$ cat src/rtl/spi_controller_if.sv
// Host-side handshake and serial pins of the SPI initiator, bundled for port hookup.
interface spi_controller_if #(
    parameter int WIDTH = 8
);
    logic             start;
    logic [WIDTH-1:0] txData;
    logic             miso;
    logic             sclk;
    logic             cs;
    logic             mosi;
    logic             busy;
    logic             done;
    logic [WIDTH-1:0] rxData;

    modport master (
        output start, txData, miso,
        input  sclk, cs, mosi, busy, done, rxData
    );

    modport slave (
        input  start, txData, miso,
        output sclk, cs, mosi, busy, done, rxData
    );
endinterface

$ cat src/rtl/spi_controller.sv
// SPI mode-0 initiator: one MSB-first WIDTH-bit frame per accepted start,
// sclk half-period of HALF clk cycles, all outputs registered.
module spi_controller #(
    parameter int WIDTH = 8,
    parameter int HALF  = 4
) (
    input  logic             clk,
    input  logic             reset,
    spi_controller_if.slave  bus
);
    localparam int PW = (HALF > 1) ? $clog2(HALF) : 1;
    localparam int BW = $clog2(WIDTH) + 1;

    typedef enum logic [1:0] {IDLE, SETUP, HIGH, LOW} state_t;

    state_t           r_state;
    logic [PW-1:0]    r_phase;
    logic [BW-1:0]    r_bit;
    logic [WIDTH-2:0] r_tx;
    logic [WIDTH-1:0] r_rx;
    logic             r_sclk;
    logic             r_cs;
    logic             r_mosi;
    logic             r_busy;
    logic             r_done;
    logic [WIDTH-1:0] r_rx_data;

    logic w_phase_end;
    logic w_last;

    assign w_phase_end = (r_phase == PW'(HALF - 1));
    // r_bit counts rising edges taken so far; WIDTH means every bit is in.
    assign w_last      = (r_bit == BW'(WIDTH));

    always_ff @(posedge clk) begin
        if (reset) begin
            r_state   <= IDLE;
            r_phase   <= '0;
            r_bit     <= '0;
            r_tx      <= '0;
            r_rx      <= '0;
            r_sclk    <= 1'b0;
            r_cs      <= 1'b1;
            r_mosi    <= 1'b0;
            r_busy    <= 1'b0;
            r_done    <= 1'b0;
            r_rx_data <= '0;
        end else begin
            r_done <= 1'b0;
            case (r_state)
                IDLE: begin
                    if (bus.start) begin
                        r_state <= SETUP;
                        r_phase <= '0;
                        r_bit   <= '0;
                        // MSB goes straight to mosi; the shifter keeps the rest.
                        r_tx    <= bus.txData[WIDTH-2:0];
                        r_mosi  <= bus.txData[WIDTH-1];
                        r_sclk  <= 1'b0;
                        r_cs    <= 1'b0;
                        r_busy  <= 1'b1;
                    end
                end
                HIGH: begin
                    if (w_phase_end) begin
                        r_phase <= '0;
                        r_state <= LOW;
                        r_sclk  <= 1'b0;
                        if (!w_last) begin
                            r_mosi <= r_tx[WIDTH-2];
                            r_tx   <= r_tx << 1;
                        end
                    end else begin
                        r_phase <= r_phase + PW'(1);
                    end
                end
                default: begin
                    // SETUP and LOW both end in a rising edge unless the frame is complete.
                    if (w_phase_end) begin
                        r_phase <= '0;
                        if (w_last) begin
                            r_state   <= IDLE;
                            r_cs      <= 1'b1;
                            r_mosi    <= 1'b0;
                            r_busy    <= 1'b0;
                            r_done    <= 1'b1;
                            r_rx_data <= r_rx;
                        end else begin
                            r_state <= HIGH;
                            r_sclk  <= 1'b1;
                            r_rx    <= {r_rx[WIDTH-2:0], bus.miso};
                            r_bit   <= r_bit + BW'(1);
                        end
                    end else begin
                        r_phase <= r_phase + PW'(1);
                    end
                end
            endcase
        end
    end

    assign bus.sclk   = r_sclk;
    assign bus.cs     = r_cs;
    assign bus.mosi   = r_mosi;
    assign bus.busy   = r_busy;
    assign bus.done   = r_done;
    assign bus.rxData = r_rx_data;
endmodule
$ cat src/flat_wrapper.sv
// flat-port wrapper written by rule: the top's interface ports become plain ports
module spi_controller_flat 
#(
    parameter int WIDTH = 8,
    parameter int HALF  = 4
)
  (clk, reset, bus_start, bus_txData, bus_miso, bus_sclk, bus_cs, bus_mosi, bus_busy, bus_done, bus_rxData);
  spi_controller_if #(.WIDTH(WIDTH)) bus_i ();
  input  logic clk;
  input  logic reset;
  input wire logic [$bits(bus_i.start)-1:0] bus_start;
  input wire logic [$bits(bus_i.txData)-1:0] bus_txData;
  input wire logic [$bits(bus_i.miso)-1:0] bus_miso;
  output wire logic [$bits(bus_i.sclk)-1:0] bus_sclk;
  output wire logic [$bits(bus_i.cs)-1:0] bus_cs;
  output wire logic [$bits(bus_i.mosi)-1:0] bus_mosi;
  output wire logic [$bits(bus_i.busy)-1:0] bus_busy;
  output wire logic [$bits(bus_i.done)-1:0] bus_done;
  output wire logic [$bits(bus_i.rxData)-1:0] bus_rxData;
  assign bus_i.start = bus_start;
  assign bus_i.txData = bus_txData;
  assign bus_i.miso = bus_miso;
  assign bus_sclk = bus_i.sclk;
  assign bus_cs = bus_i.cs;
  assign bus_mosi = bus_i.mosi;
  assign bus_busy = bus_i.busy;
  assign bus_done = bus_i.done;
  assign bus_rxData = bus_i.rxData;
  spi_controller #(.WIDTH(WIDTH), .HALF(HALF)) u_core (.clk(clk), .reset(reset), .bus(bus_i));
endmodule
$ cat config.mk
export PLATFORM = sky130hd
export DESIGN_NAME = spi_controller_flat
export DESIGN_NICKNAME = d
export VERILOG_FILES = /design/src/rtl/spi_controller_if.sv /design/src/rtl/spi_controller.sv /design/src/flat_wrapper.sv
export SDC_FILE = /design/constraint.sdc
export NUM_CORES = 1
export LEC_CHECK = 0
export BUFFER_PORTS_ARGS = -buffer_cell sky130_fd_sc_hd__buf_2
export CORE_ASPECT_RATIO = 0.6
export CORE_MARGIN = 1
export CORE_UTILIZATION = 45
export CTS_BUF_LIST = sky130_fd_sc_hd__clkbuf_8 sky130_fd_sc_hd__clkbuf_16
export DETAILED_ROUTE_END_ITERATION = 6
export PLACE_DENSITY = 0.66
export SETUP_SLACK_MARGIN = 0.2
export SYNTH_ARGS = -nofsm -noshare
export SYNTH_HDL_FRONTEND = slang
export SYNTH_SLANG_ARGS = --single-unit
$ cat constraint.sdc
create_clock -name clk -period 2.2 [get_ports clk]
set_input_delay 0.11 -clock clk [delete_from_list [all_inputs] [get_ports clk]]
set_output_delay 0.11 -clock clk [all_outputs]
set_load 0.05 [all_outputs]
==> summary.md, run 1 <==
The run finished with clean final reports. The worst min-delay path startpoint was bus_txData[0]. The logs give 0.7420 nW for the reported leakage power and 5 for the number of detailed-routing iterations run before antenna repair. The actual slew at the worst max-slew pin works out to 0.5101 ns. The logs give 6.058 mm for the global-route wire length before repair and 238 for the total placed cells including tap cells. The area of the core was 3363 µm²; the register-to-register setup slack was 0.37 ns. The share of layout cells above drive strength 1 is 0.2438, and the weighted congestion reported at the end of routability-driven placement is 0.8550. In the layout the commonest cells are sky130_fd_sc_hd__dfxtp_1, sky130_fd_sc_hd__a21oi_1, sky130_fd_sc_hd__buf_2. The final setup violation count is 0.

Data on the critical path arrives at its endpoint at 2.00 ns. The remaining max-slew budget at the tightest pin was 0.6600; the internal cell power was 0.0009665 W. For the final design area excluding fillers, the log shows 1868 µm². The synthesized netlist occupies a cell area of 1639 µm². The detailed-placement wirelength estimate is 2.416 mm. The run gives 0.536 as the sequential share of power. Adder-cell area share of the yosys netlist: 0.02290. Summed over all layers, the routed wires come to 3.596 mm. Buffers added to address setup during post-CTS repair amount to 0. Across the routed clock network, the largest skew measured is 0.004179 ns.

The tools report the reg-to-reg startpoint as u_core.r_bit[0]$_SDFFE_PP0P_. The tools report the clock root buffer master as sky130_fd_sc_hd__clkbuf_8. The tools report the initial antenna violation count as 0. In this run the critical register-to-register path is captured at u_core.r_tx[5]$_SDFFE_PP0P_. The final core area utilization is 0.5554, and the row count is 16. In this run the mean area of a mapped cell was 9.056 µm². Most common library cell in the layout ignoring fill and taps: sky130_fd_sc_hd__dfxtp_1.

STA puts the critical path data required time at 2.37 ns. Along the worst path, the maximum fanout reaches 7. The path type of the worst min-delay path is in -> reg. Final worst slack: 0.3723 ns. The tools report the number of buffers inserted during clock tree synthesis as 5. The global-route congestion overflow total was 0. The tools report the sequential share of the synthesized area as 0.4397. The path with the worst hold slack has its endpoint at u_core.r_tx[0]$_SDFFE_PP0P_. The area added between synthesis and finish is 13.97%.

In this run the deepest clock path goes through 2 buffers. TritonCTS built the clock tree. The count of warnings emitted by yosys is 0.

The xor/xnor share of the synthesized area was 0; the net count reported at finish was 215. Total of max-cap violations: 0. Startpoint kind of the worst setup timing path: a register. Along the worst hold path, the cell count comes to 3. In the final timing run, aggregate negative setup slack is 0 ns. The number of clock sinks was 36.

The routed length on met1 is 1.692 mm. 25 I/O pins were placed. The final count of hold timing violations came out at 0. Setup repair after global routing left no endpoint under its margin. VDD sags by at most 0.3343 mV. In this run the power spent charging and discharging nets is 0.0002990 W.

Total die area: 3896 µm². After detailed placement, the total cell area comes to 1775 µm². In the routed design, unresolved DRC markers number 0. The antenna cell count came out at 0. The run gives 181 as the synthesized instance count. The worst setup path is of the reg -> reg kind. The portion of netlist area occupied by mux cells works out to 0.1198.

The final period demand of the worst path is 1.828 ns, and the number of distinct library cells after synthesis is 33. Timing analysis after detailed placement gives a worst setup slack of 0.4015 ns. The count of nets left with antenna violations once routing finished came out at 0. Relative contribution of the clock network to total power: 0.374. The count of cells in the finished layout, fillers not included, comes to 246.

The global-route total usage across every layer is 0.2027. The vias per cell was 5.622. The met2 routed wirelength is 1.670 mm, and the combinational group share of total power is 0.091. The depth of the worst register-to-register path works out to 5. Wire segments on met3 add up to 203 µm in the final route. The largest family of logic cells by synthesized area is compound AO/OA/AOI/OAI gates.

Number of hold buffers added after cts: 0. The period utilization is 0.8308. The total power divided by cell area came out at 677.5 nW/µm².

The count of buffers inserted at the top-level ports was 24. The run gives 0.4874 as the starting density of the core. The floorplan step set the die width to 79.92 µm.

The routed layout has 1,383 vias. The synthesis-stage register bit count is 36, and the complex-gate fraction of the synthesized area is 0.2038. The critical path endpoint category is a register. The switching fraction of total power was 0.2363; the iteration-0 DRC count of the detailed router was 130. After clock tree synthesis, the clock-pin slew on the worst setup and hold paths is 0.07 ns.

Static timing analysis puts the maximum clock frequency at 0.5471 GHz. Dividing the detail-routed wire length by the instance count gives 14.62 µm. Counting every net in the synthesized netlist gives 196. The run gives 2 as the H-tree depth. The pin count of the biggest net entering global routing is 23. The run gives 0 as the count of final max-slew check failures. After clock tree synthesis, the repair step resized 0 gates. The floorplan step set the die height to 48.75 µm. Number of global-route vias before repair: 1,263.

The clock reaches the later pin of the worst-skew pair after 0.28 ns. The simple-gate area share of the yosys netlist is 0.1504. The highest routed metal layer is met4.
-- sequential cells by signal, indices dropped and copies added (netlist names) --
name               count
u_core.bus.rxData      8
u_core.r_rx            8
u_core.r_tx            7
u_core.r_bit           4
u_core.r_phase         2
u_core.r_state         2
u_core.bus.busy        1
u_core.bus.cs          1
u_core.bus.done        1
u_core.bus.mosi        1
u_core.bus.sclk        1
-- area by class of cell --
type                            instances  area (µm²)
Clock buffer                            6       82.58
Clock inverter                          2       10.01
Fill cell                             320        1495
Inverter                                3       11.26
Multi-Input combinational cell        123       814.5
Sequential cell                        36       720.7
Tap cell                               45       56.30
Timing Repair Buffer                   31       172.7
-- how the worst max path moves through the flow --
stage	depth (start not counted)	start	to	slack, ns
after floorplan	7	u_core.r_bit[0]$_SDFFE_PP0P_	u_core.bus.mosi$_SDFFE_PP0P_	0.49
after global placement	5	u_core.r_bit[0]$_SDFFE_PP0P_	u_core.r_tx[5]$_SDFFE_PP0P_	0.51
after detailed placement	5	u_core.r_bit[0]$_SDFFE_PP0P_	u_core.r_tx[5]$_SDFFE_PP0P_	0.40
after CTS	5	u_core.r_bit[0]$_SDFFE_PP0P_	u_core.r_tx[5]$_SDFFE_PP0P_	0.38
after global routing	5	u_core.r_bit[0]$_SDFFE_PP0P_	u_core.r_tx[5]$_SDFFE_PP0P_	0.32
final	5	u_core.r_bit[0]$_SDFFE_PP0P_	u_core.r_tx[5]$_SDFFE_PP0P_	0.37
-- cell families after synthesis --
kind of cell	after synthesis
multiplexers	16
adder cells (fa/ha/maj)	3
AO/OA/AOI/OAI	57
buffers and inverters	22
flip-flops	36
AND/OR/NAND/NOR	47
-- routing by layer --
layer,vias to the layer above,track usage
met3,4,0.05283
met1,660,0.2825
met4,0,0.06250
met2,39,0.3063
met5,-,0
li1,680,-
-- worst max-delay path: stages (launching register included) --
cell                      delay (ns)
sky130_fd_sc_hd__dfxtp_1        0.42
sky130_fd_sc_hd__inv_1          0.09
sky130_fd_sc_hd__ha_1           0.22
sky130_fd_sc_hd__and3b_1        0.18
sky130_fd_sc_hd__o31a_1         0.45
sky130_fd_sc_hd__mux2_4         0.36
-- synth_stat cells --
cell type                  number  area (µm²)
sky130_fd_sc_hd__buf_6          2       22.52
sky130_fd_sc_hd__o31a_1         1       8.760
sky130_fd_sc_hd__nand2_1        3       11.26
sky130_fd_sc_hd__a41oi_1        1       8.760
sky130_fd_sc_hd__ha_1           3       37.54
sky130_fd_sc_hd__nor2b_1        6       37.54
sky130_fd_sc_hd__mux2_4         7       105.1
sky130_fd_sc_hd__nor3b_1        1       7.510
sky130_fd_sc_hd__a211oi_1       1       7.510
sky130_fd_sc_hd__o21ai_0       20       100.1
sky130_fd_sc_hd__and3b_1        1       8.760
sky130_fd_sc_hd__buf_2          5       25.02
sky130_fd_sc_hd__dfxtp_1       36       720.7
sky130_fd_sc_hd__inv_1          3       11.26
sky130_fd_sc_hd__o211ai_1       2       15.01
sky130_fd_sc_hd__nor2_1        10       37.54
sky130_fd_sc_hd__nand3b_1       3       22.52
sky130_fd_sc_hd__a41o_1         1       10.01
sky130_fd_sc_hd__and2_1         1       6.260
sky130_fd_sc_hd__or3b_1         1       8.760
sky130_fd_sc_hd__a311oi_1       1       8.760
sky130_fd_sc_hd__nor3_1         2       10.01
sky130_fd_sc_hd__mux2_2         1       11.26
sky130_fd_sc_hd__o221a_2        2       22.52
sky130_fd_sc_hd__o311ai_0       1       8.760
sky130_fd_sc_hd__nand3_1       18       90.09
sky130_fd_sc_hd__a21o_1         1       7.510
sky130_fd_sc_hd__clkbuf_1      12       45.04
sky130_fd_sc_hd__o211a_1        1       10.01
sky130_fd_sc_hd__mux2i_1        8       80.08
sky130_fd_sc_hd__or3_1          1       6.260
sky130_fd_sc_hd__a31oi_1        1       6.260
sky130_fd_sc_hd__a21oi_1       24       120.1
-- power by group through the flow --
stage	clock (W)	sequential, W	combinational [W]
2_1_floorplan	0	0.000710	0.0000678
3_3_place_gp	0	0.000692	0.000110
3_5_place_dp	0	0.000693	0.000114
4_1_cts	0.000487	0.000678	0.000115
5_1_grt	0.000528	0.000681	0.000124
6_report	0.000473	0.000678	0.000115
-- per-stage QoR --
step | hold slack [ns] | total power [W]
after floorplan | 0.2460 | 0.0007776
after global placement | 0.3566 | 0.0008021
after detailed placement | 0.3727 | 0.0008066
after CTS | 0.06787 | 0.001280
after global routing | 0.07559 | 0.001333
final | 0.07063 | 0.001266
No activity file was read; power rests on OpenSTA's default activity.
==> run 2: changes to the inputs <==
- PLACE_DENSITY: 0.66 -> 0.68
- clock period: 2.2 -> 1.5 ns (I/O delays scaled with it)
==> summary.md, run 2 (synthesized netlist as in run 1, its figures left out) <==
The tools report the number of hold buffers added after cts as 0 (unchanged). The path type of the worst min-delay path is in -> reg (unchanged). Number of buffers inserted during clock tree synthesis: 5 (unchanged). The run gives 4 (was 0) as the final setup violation count.

The critical path class is reg -> reg (unchanged). For the global-route wire length before repair, the log shows 6.444 mm (was 6.058 mm). The remaining max-slew budget at the tightest pin is 0.8324 (was 0.6600). The post-detailed-placement cell area is 1856 µm² (was 1775 µm²). The run gives 0.368 (was 0.374) as the relative contribution of the clock network to total power. Critical path endpoint category: a register (unchanged).

Final total power: 0.001889 W (was 0.001266 W). The tools report the combinational group share of total power as 0.104 (was 0.091). The maximum buffer depth of the clock tree was 2 (unchanged). The internal cell power is 0.001439 W (was 0.0009665 W), and the vias per cell is 5.601 (was 5.622). The checks that failed: negative setup slack. The global-route total usage across every layer is 0.2174 (was 0.2027), and the total of max-cap violations is 0 (unchanged).

The initial antenna violation count was 0 (unchanged). The tools report the detailed-placement wirelength estimate as 2.498 mm (was 2.416 mm). The worst voltage drop across the vdd grid was 0.3890 mV (was 0.3343 mV); the period utilization was 1.005 (was 0.8308).

The tools report the sequential share of power as 0.529 (was 0.536). The run gives 0 (unchanged) as the remaining antenna violation count after routing. The logs give 36 (unchanged) for the number of clock sinks and 1.68 ns (was 2.00 ns) for the arrival time of data at the critical path endpoint.

The count of buffers inserted at the top-level ports was 24 (unchanged); the total via count in the routed design was 1,473 (was 1,383). The share of layout cells above drive strength 1 works out to 0.4037 (was 0.2438). The final design area excluding fillers came out at 2148 µm² (was 1868 µm²). The run gives 4 (was 5) as the number of detailed-routing iterations run before antenna repair. The antenna cell count was 0 (unchanged); the iteration-0 DRC count of the detailed router was 66 (was 130). The top-level port count is 25 (unchanged), and the clock insertion delay at the later pin of the skew report is 0.28 ns (about the same).

The most common library cell in the layout ignoring fill and taps is sky130_fd_sc_hd__dfxtp_1 (unchanged). The critical-path maximum fanout was 7 (unchanged). The final period demand of the worst path is 1.507 ns (was 1.828 ns), and the starting density of the core is 0.4874 (unchanged). Commonest non-fill, non-tap cells in the layout: sky130_fd_sc_hd__dfxtp_1, sky130_fd_sc_hd__a21oi_1, sky130_fd_sc_hd__buf_2 (unchanged). The logs give -0.007126 ns (was 0.3723 ns) for the final worst slack and 0.0004496 W (was 0.0002990 W) for the switching power. The total detailed-routing wirelength is 3.844 mm (was 3.596 mm). The final count of hold timing violations was 0 (unchanged).

For the number of global-route vias before repair, the log shows 1,368 (was 1,263). Reported leakage power: 0.8688 nW (was 0.7420 nW). The area of the core was 3363 µm² (unchanged); the row count was 16 (unchanged). The global-route congestion overflow total came out at 0 (unchanged).

The filler cell count was 280 (was 320). For the net count reported at finish, the log shows 232 (was 215). The tools report the clock root buffer master as sky130_fd_sc_hd__clkbuf_8 (unchanged). Actual slew at the worst max-slew pin: 0.2531 ns (was 0.5101 ns). The non-filler instance count after layout is 263 (was 246).

The die span in y is 48.75 µm (unchanged). The fmax is 0.6635 GHz (was 0.5471 GHz), and the clock-pin slew reported for the worst setup and hold paths after clock tree synthesis is 0.07 ns (about the same). Die width: 79.92 µm (unchanged). The switching fraction of total power works out to 0.2380 (was 0.2363). The total die area is 3896 µm² (unchanged), and the pin count of the biggest net entering global routing is 21 (was 23). The routed length per placed instance is 14.62 µm (about the same).

Startpoint kind of the worst setup timing path: a register (unchanged). The weighted congestion reported at the end of routability-driven placement was 0.7704 (was 0.8550). The area added between synthesis and finish is 31.07% (was 13.97%).

The total power divided by cell area was 879.2 nW/µm² (was 677.5 nW/µm²); the number of remaining DRC errors was 0 (unchanged). Setup repair after global routing could not meet its margin everywhere. The H-tree depth is 2 (unchanged), and the total placed cells including tap cells is 248 (was 238).

The flow ran to the end, but the final reports show violations. The logs give 0.004756 ns (was 0.004179 ns) for the clock skew after layout and 0 (unchanged) for the count of final max-slew check failures. TritonCTS built the clock tree. The tools report the worst path required time as 1.67 ns (was 2.37 ns).
## run 2: cell types whose count changed in the layout (fill, tap and decap cells not counted), moves of 3 or more
cell                      previous run  this run
sky130_fd_sc_hd__o21ai_0            20        10
sky130_fd_sc_hd__buf_4               7        16
sky130_fd_sc_hd__dfxtp_1            36        30
sky130_fd_sc_hd__dfxtp_2             0         6
sky130_fd_sc_hd__o21ai_1             0         6
sky130_fd_sc_hd__buf_6               0         4
sky130_fd_sc_hd__o21ai_2             0         3
## run 2: layer usage
metal / GRT usage / wire length [µm] / vias to the layer above / part of all wire
met4: 0.07143 / 47 / 0 / 0.012
met1: 0.2832 / 1807 / 710 / 0.47
met5: 0 / 0 / - / 0
li1: - / - / 724 / -
met3: 0.05283 / 139 / 4 / 0.036
met2: 0.3533 / 1849 / 35 / 0.48
## run 2: per-stage QoR
step                      hold slack [ns]  setup WS, ns  utilization  setup TNS, ns
final                             0.02771     -0.007126       0.6388       -0.02024
after global routing              0.05104      -0.04166       0.6388        -0.2142
after detailed placement           0.3235       -0.1117       0.5517        -0.7103
after CTS                         0.01628       0.01027       0.6127              0
after global placement             0.3232      -0.05055       0.5517        -0.3506
after floorplan                    0.2110      -0.08589            -        -0.6012
## run 2: layout make-up
type	instances	area, µm²	area share
clock buffer	6	82.58	0.03844
inverter	3	11.26	0.005242
multi-input combinational	123	912.1	0.4246
sequential	36	728.2	0.3390
clock inverter	2	10.01	0.004659
tap	45	56.30	0.02621
timing repair buffer	48	347.8	0.1619
## run 2: power by group through the flow
stage / clock (W) / sequential, W / combinational [W]
floorplan: 0 / 0.00104 / 0.0000995
global placement: 0 / 0.00102 / 0.000170
detailed placement: 0 / 0.00102 / 0.000177
finish: 0.000694 / 0.000999 / 0.000196
global route: 0.000764 / 0.00100 / 0.000211
CTS: 0.000718 / 0.000997 / 0.000183
## run 2: timing repair
action	4_1_cts	5_1_grt
endpoints found under the hold margin	0	0
setup buffers	2	3
pin swaps	5	5
gates cloned	2	0
endpoints found under the setup margin	30	33
gates resized for setup	33	15
## run 2: path summary, 6_finish.rpt
kind	start	to	slack, ns	cells after the start
worst max register to register	u_core.r_bit[0]$_SDFFE_PP0P_	u_core.r_tx[2]$_SDFFE_PP0P_	-0.007	5
worst min register to register	u_core.bus.rxData[4]$_SDFFE_PP0P_	u_core.bus.rxData[4]$_SDFFE_PP0P_	0.48	2
worst min-delay path	bus_txData[0]	u_core.r_tx[0]$_SDFFE_PP0P_	0.03	3
worst max-delay path	u_core.r_bit[0]$_SDFFE_PP0P_	u_core.r_tx[2]$_SDFFE_PP0P_	-0.007	5
## run 2: critical path, cell delays in order (launching register included)
cell                      delay, ns
sky130_fd_sc_hd__dfxtp_2       0.34
sky130_fd_sc_hd__inv_2         0.05
sky130_fd_sc_hd__ha_4          0.15
sky130_fd_sc_hd__and3b_1       0.19
sky130_fd_sc_hd__o31a_4        0.35
sky130_fd_sc_hd__mux2_4        0.32
==> run 3: changes to the inputs <==
- CAP_MARGIN: not set -> 20
- PLACE_DENSITY: 0.68 -> 0.66
- clock period: 1.5 -> 1.4 ns (I/O delays scaled with it)
==> summary.md, run 3 (synthesized netlist as in run 1, its figures left out) <==
The post-detailed-placement cell area came out at 1878 µm² (was 1856 µm²). The critical-path maximum fanout was 7 (unchanged); the initial antenna violation count was 0 (unchanged). The iteration-0 DRC count of the detailed router is 107 (was 66). The tools report the worst hold endpoint as u_core.r_tx[0]$_SDFFE_PP0P_ (unchanged).

The endpoint of the lowest-slack register-to-register path is u_core.r_tx[3]$_SDFFE_PP0P_ (was u_core.r_tx[2]$_SDFFE_PP0P_). The number of remaining DRC errors was 0 (unchanged); the worst hold path stage count was 3 (unchanged). Most common library cell in the layout ignoring fill and taps: sky130_fd_sc_hd__dfxtp_1 (unchanged).

The maximum buffer depth of the clock tree was 2 (unchanged). The count of final max-slew check failures is 0 (unchanged). The run finished, with violations left. The total power divided by cell area is 864.8 nW/µm² (was 879.2 nW/µm²). Setup repair after global routing could not meet its margin everywhere. The logs give 1.57 ns (was 1.67 ns) for the worst path required time and 0 (unchanged) for the remaining antenna violation count after routing. The register-to-register setup slack was -0.08 ns (was -0.007 ns); the weighted congestion reported at the end of routability-driven placement was 0.7986 (was 0.7704). The clock-pin slew reported for the worst setup and hold paths after clock tree synthesis is 0.07 ns (about the same), and the worst hold margin is 0.03175 ns (was 0.02771 ns).

The row count is 16 (unchanged). The highest routed metal layer was met4 (unchanged). The vias per cell was 5.700 (was 5.601). Path type of the worst min-delay path: in -> reg (unchanged).

The run gives 36 (unchanged) as the number of clock sinks. The logs give 23 (was 21) for the pin count of the biggest net entering global routing and 0.28 ns (about the same) for the clock insertion delay at the later pin of the skew report. The run gives 0 (unchanged) as the total of max-cap violations.

The run gives 0.9060 nW (was 0.8688 nW) as the reported leakage power. The delay of the slowest cell on the worst path is 0.35 ns (about the same). The antenna cell count came out at 0 (unchanged).

The count of buffers inserted at the top-level ports is 24 (unchanged), and the final period demand of the worst path is 1.484 ns (was 1.507 ns). The startpoint kind of the worst setup timing path is a register (unchanged). The detailed-placement wirelength estimate was 2.634 mm (was 2.498 mm).

The number of buffers inserted during clock tree synthesis is 5 (unchanged). The share of layout cells above drive strength 1 is 0.4505 (was 0.4037), and the filler cell count is 266 (was 280). The logs give 0.7021 mV (was 0.3890 mV) for the worst voltage drop across the vdd grid and 3363 µm² (unchanged) for the area of the core.

The run gives -0.08360 ns (was -0.007126 ns) as the final worst slack. The top-level port count was 25 (unchanged); the H-tree depth was 2 (unchanged). The run gives 4.254 mm (was 3.844 mm) as the total detailed-routing wirelength. The critical path class is reg -> reg (unchanged). The routed length per placed instance came out at 15.93 µm (was 14.62 µm). The critical path endpoint category is a register (unchanged).

The actual slew at the worst max-slew pin came out at 0.3435 ns (was 0.2531 ns). The die width works out to 79.92 µm (unchanged). The logs give 0 (unchanged) for the final count of hold timing violations and 9 (was 4) for the final setup violation count. The fmax came out at 0.6740 GHz (was 0.6635 GHz).

Worst-path cell with the longest stage delay: sky130_fd_sc_hd__o31a_4 (unchanged). The remaining max-slew budget at the tightest pin was 0.7702 (was 0.8324); the depth of the worst register-to-register path was 5 (unchanged). Critical-path cell list: inv_2 > ha_4 > and3b_1 > o31a_4 > mux2_4 (unchanged). The reg-to-reg startpoint was u_core.r_bit[1]$_SDFFE_PP0P_ (was u_core.r_bit[0]$_SDFFE_PP0P_).

The die span in y came out at 48.75 µm (unchanged). The number of detailed-routing iterations run before antenna repair is 4 (unchanged). The total die area is 3896 µm² (unchanged), and the global-route congestion overflow total is 0 (unchanged). The run gives 267 (was 263) as the non-filler instance count after layout. Area added between synthesis and finish: 38.02% (was 31.07%). The net count reported at finish came out at 237 (was 232). The run gives 1,467 (was 1,368) as the number of global-route vias before repair. The tools report the routed length on met3 as 160 µm (was 139 µm). The routed length on met1 is 1.982 mm (was 1.807 mm), and the met2 routed wirelength is 2.054 mm (was 1.849 mm). The global-route total usage across every layer was 0.2351 (was 0.2174). TritonCTS built the clock tree. The period utilization came out at 1.060 (was 1.005).

For the arrival time of data at the critical path endpoint, the log shows 1.65 ns (was 1.68 ns). Failing checks: negative setup slack (unchanged). The logs give 1,522 (was 1,473) for the total via count in the routed design and 0.002558 ns (was 0.004756 ns) for the clock skew after layout.

The global-route wire length before repair is 6.893 mm (was 6.444 mm), and the starting density of the core is 0.4874 (unchanged). The clock root buffer master is sky130_fd_sc_hd__clkbuf_8 (unchanged). The final design area excluding fillers is 2262 µm² (was 2148 µm²).

The worst min-delay path startpoint was bus_txData[0] (unchanged). The total placed cells including tap cells is 251 (was 248). Commonest non-fill, non-tap cells in the layout: sky130_fd_sc_hd__dfxtp_1, sky130_fd_sc_hd__buf_2, sky130_fd_sc_hd__a21oi_1 (was sky130_fd_sc_hd__dfxtp_1, sky130_fd_sc_hd__a21oi_1, sky130_fd_sc_hd__buf_2).
run 3: cell types whose count changed in the layout (fill, tap and decap cells not counted), sizes merged:
cell,change
clkinv,-1
clkbuf,-2
buf,+6
inv,+1
run 3: worst max path at each step:
stage	start	slack, ns	endpoint	depth (start not counted)
after detailed placement	u_core.r_bit[0]$_SDFFE_PP0P_	-0.21	u_core.r_tx[3]$_SDFFE_PP0P_	5
after CTS	u_core.r_bit[1]$_SDFFE_PP0P_	-0.09	u_core.r_tx[3]$_SDFFE_PP0P_	5
after global placement	u_core.r_bit[0]$_SDFFE_PP0P_	-0.14	u_core.r_tx[5]$_SDFFE_PP0P_	5
after floorplan	u_core.r_bit[1]$_SDFFE_PP0P_	-0.19	u_core.bus.mosi$_SDFFE_PP0P_	7
after global routing	u_core.r_bit[1]$_SDFFE_PP0P_	-0.12	u_core.r_tx[5]$_SDFFE_PP0P_	5
final	u_core.r_bit[1]$_SDFFE_PP0P_	-0.08	u_core.r_tx[3]$_SDFFE_PP0P_	5
run 3: through the flow:
| stage | utilization | TNS, ns | total power, W | setup slack (ns) |
|---|---|---|---|---|
| after CTS | 0.6618 | -0.5999 | 0.001956 | -0.08857 |
| after floorplan | - | -1.300 | 0.001222 | -0.1858 |
| after detailed placement | 0.5584 | -1.959 | 0.001284 | -0.2090 |
| after global placement | 0.5584 | -1.085 | 0.001274 | -0.1406 |
| final | 0.6726 | -0.5710 | 0.001956 | -0.08360 |
| after global routing | 0.6726 | -1.104 | 0.002047 | -0.1152 |
run 3: routing by layer:
metal | track usage | up-vias
met2 | 0.3661 | 35
met5 | 0 | -
met1 | 0.3282 | 748
li1 | - | 732
met4 | 0.06548 | 0
met3 | 0.05094 | 7
run 3: repair_timing:
action | in CTS | in global routing
hold buffers | 0 | 0
resized for setup | 56 | 7
buffers inserted | 4 | 0
cloned | 5 | 0
endpoints found under the setup margin | 35 | 35
pin swaps | 19 | 5
run 3: cell type report:
cell class                 instances  area, µm²  share of cell area
timing repair buffer              53      414.1              0.1831
clock inverter                     2      8.758            0.003872
clock buffer                       5      68.82             0.03042
sequential                        36      726.9              0.3213
tap                               45      56.30             0.02489
inverter                           3      11.26            0.004978
multi-input combinational        123      975.9              0.4314
run 3: power by group:
part	switching, W	total, W	leakage, nW	internal, W
Sequential	0.0000179	0.00107	0.295	0.00105
Combinational	0.000117	0.000217	0.566	0.000100
Clock	0.000338	0.000669	0.0452	0.000331
Total	0.000473	0.00196	0.906	0.00148
run 3: worst max-delay path: cells and delay by family, from the launching register on:
| kind | cells | cell delay (ns) |
|---|---|---|
| AOI/OAI and AO/OA | 1 | 0.35 |
| buffers and inverters | 1 | 0.04 |
| muxes | 1 | 0.32 |
| and+or+nand+nor | 1 | 0.17 |
| DFF | 1 | 0.34 |
| adders and majority gates | 1 | 0.15 |
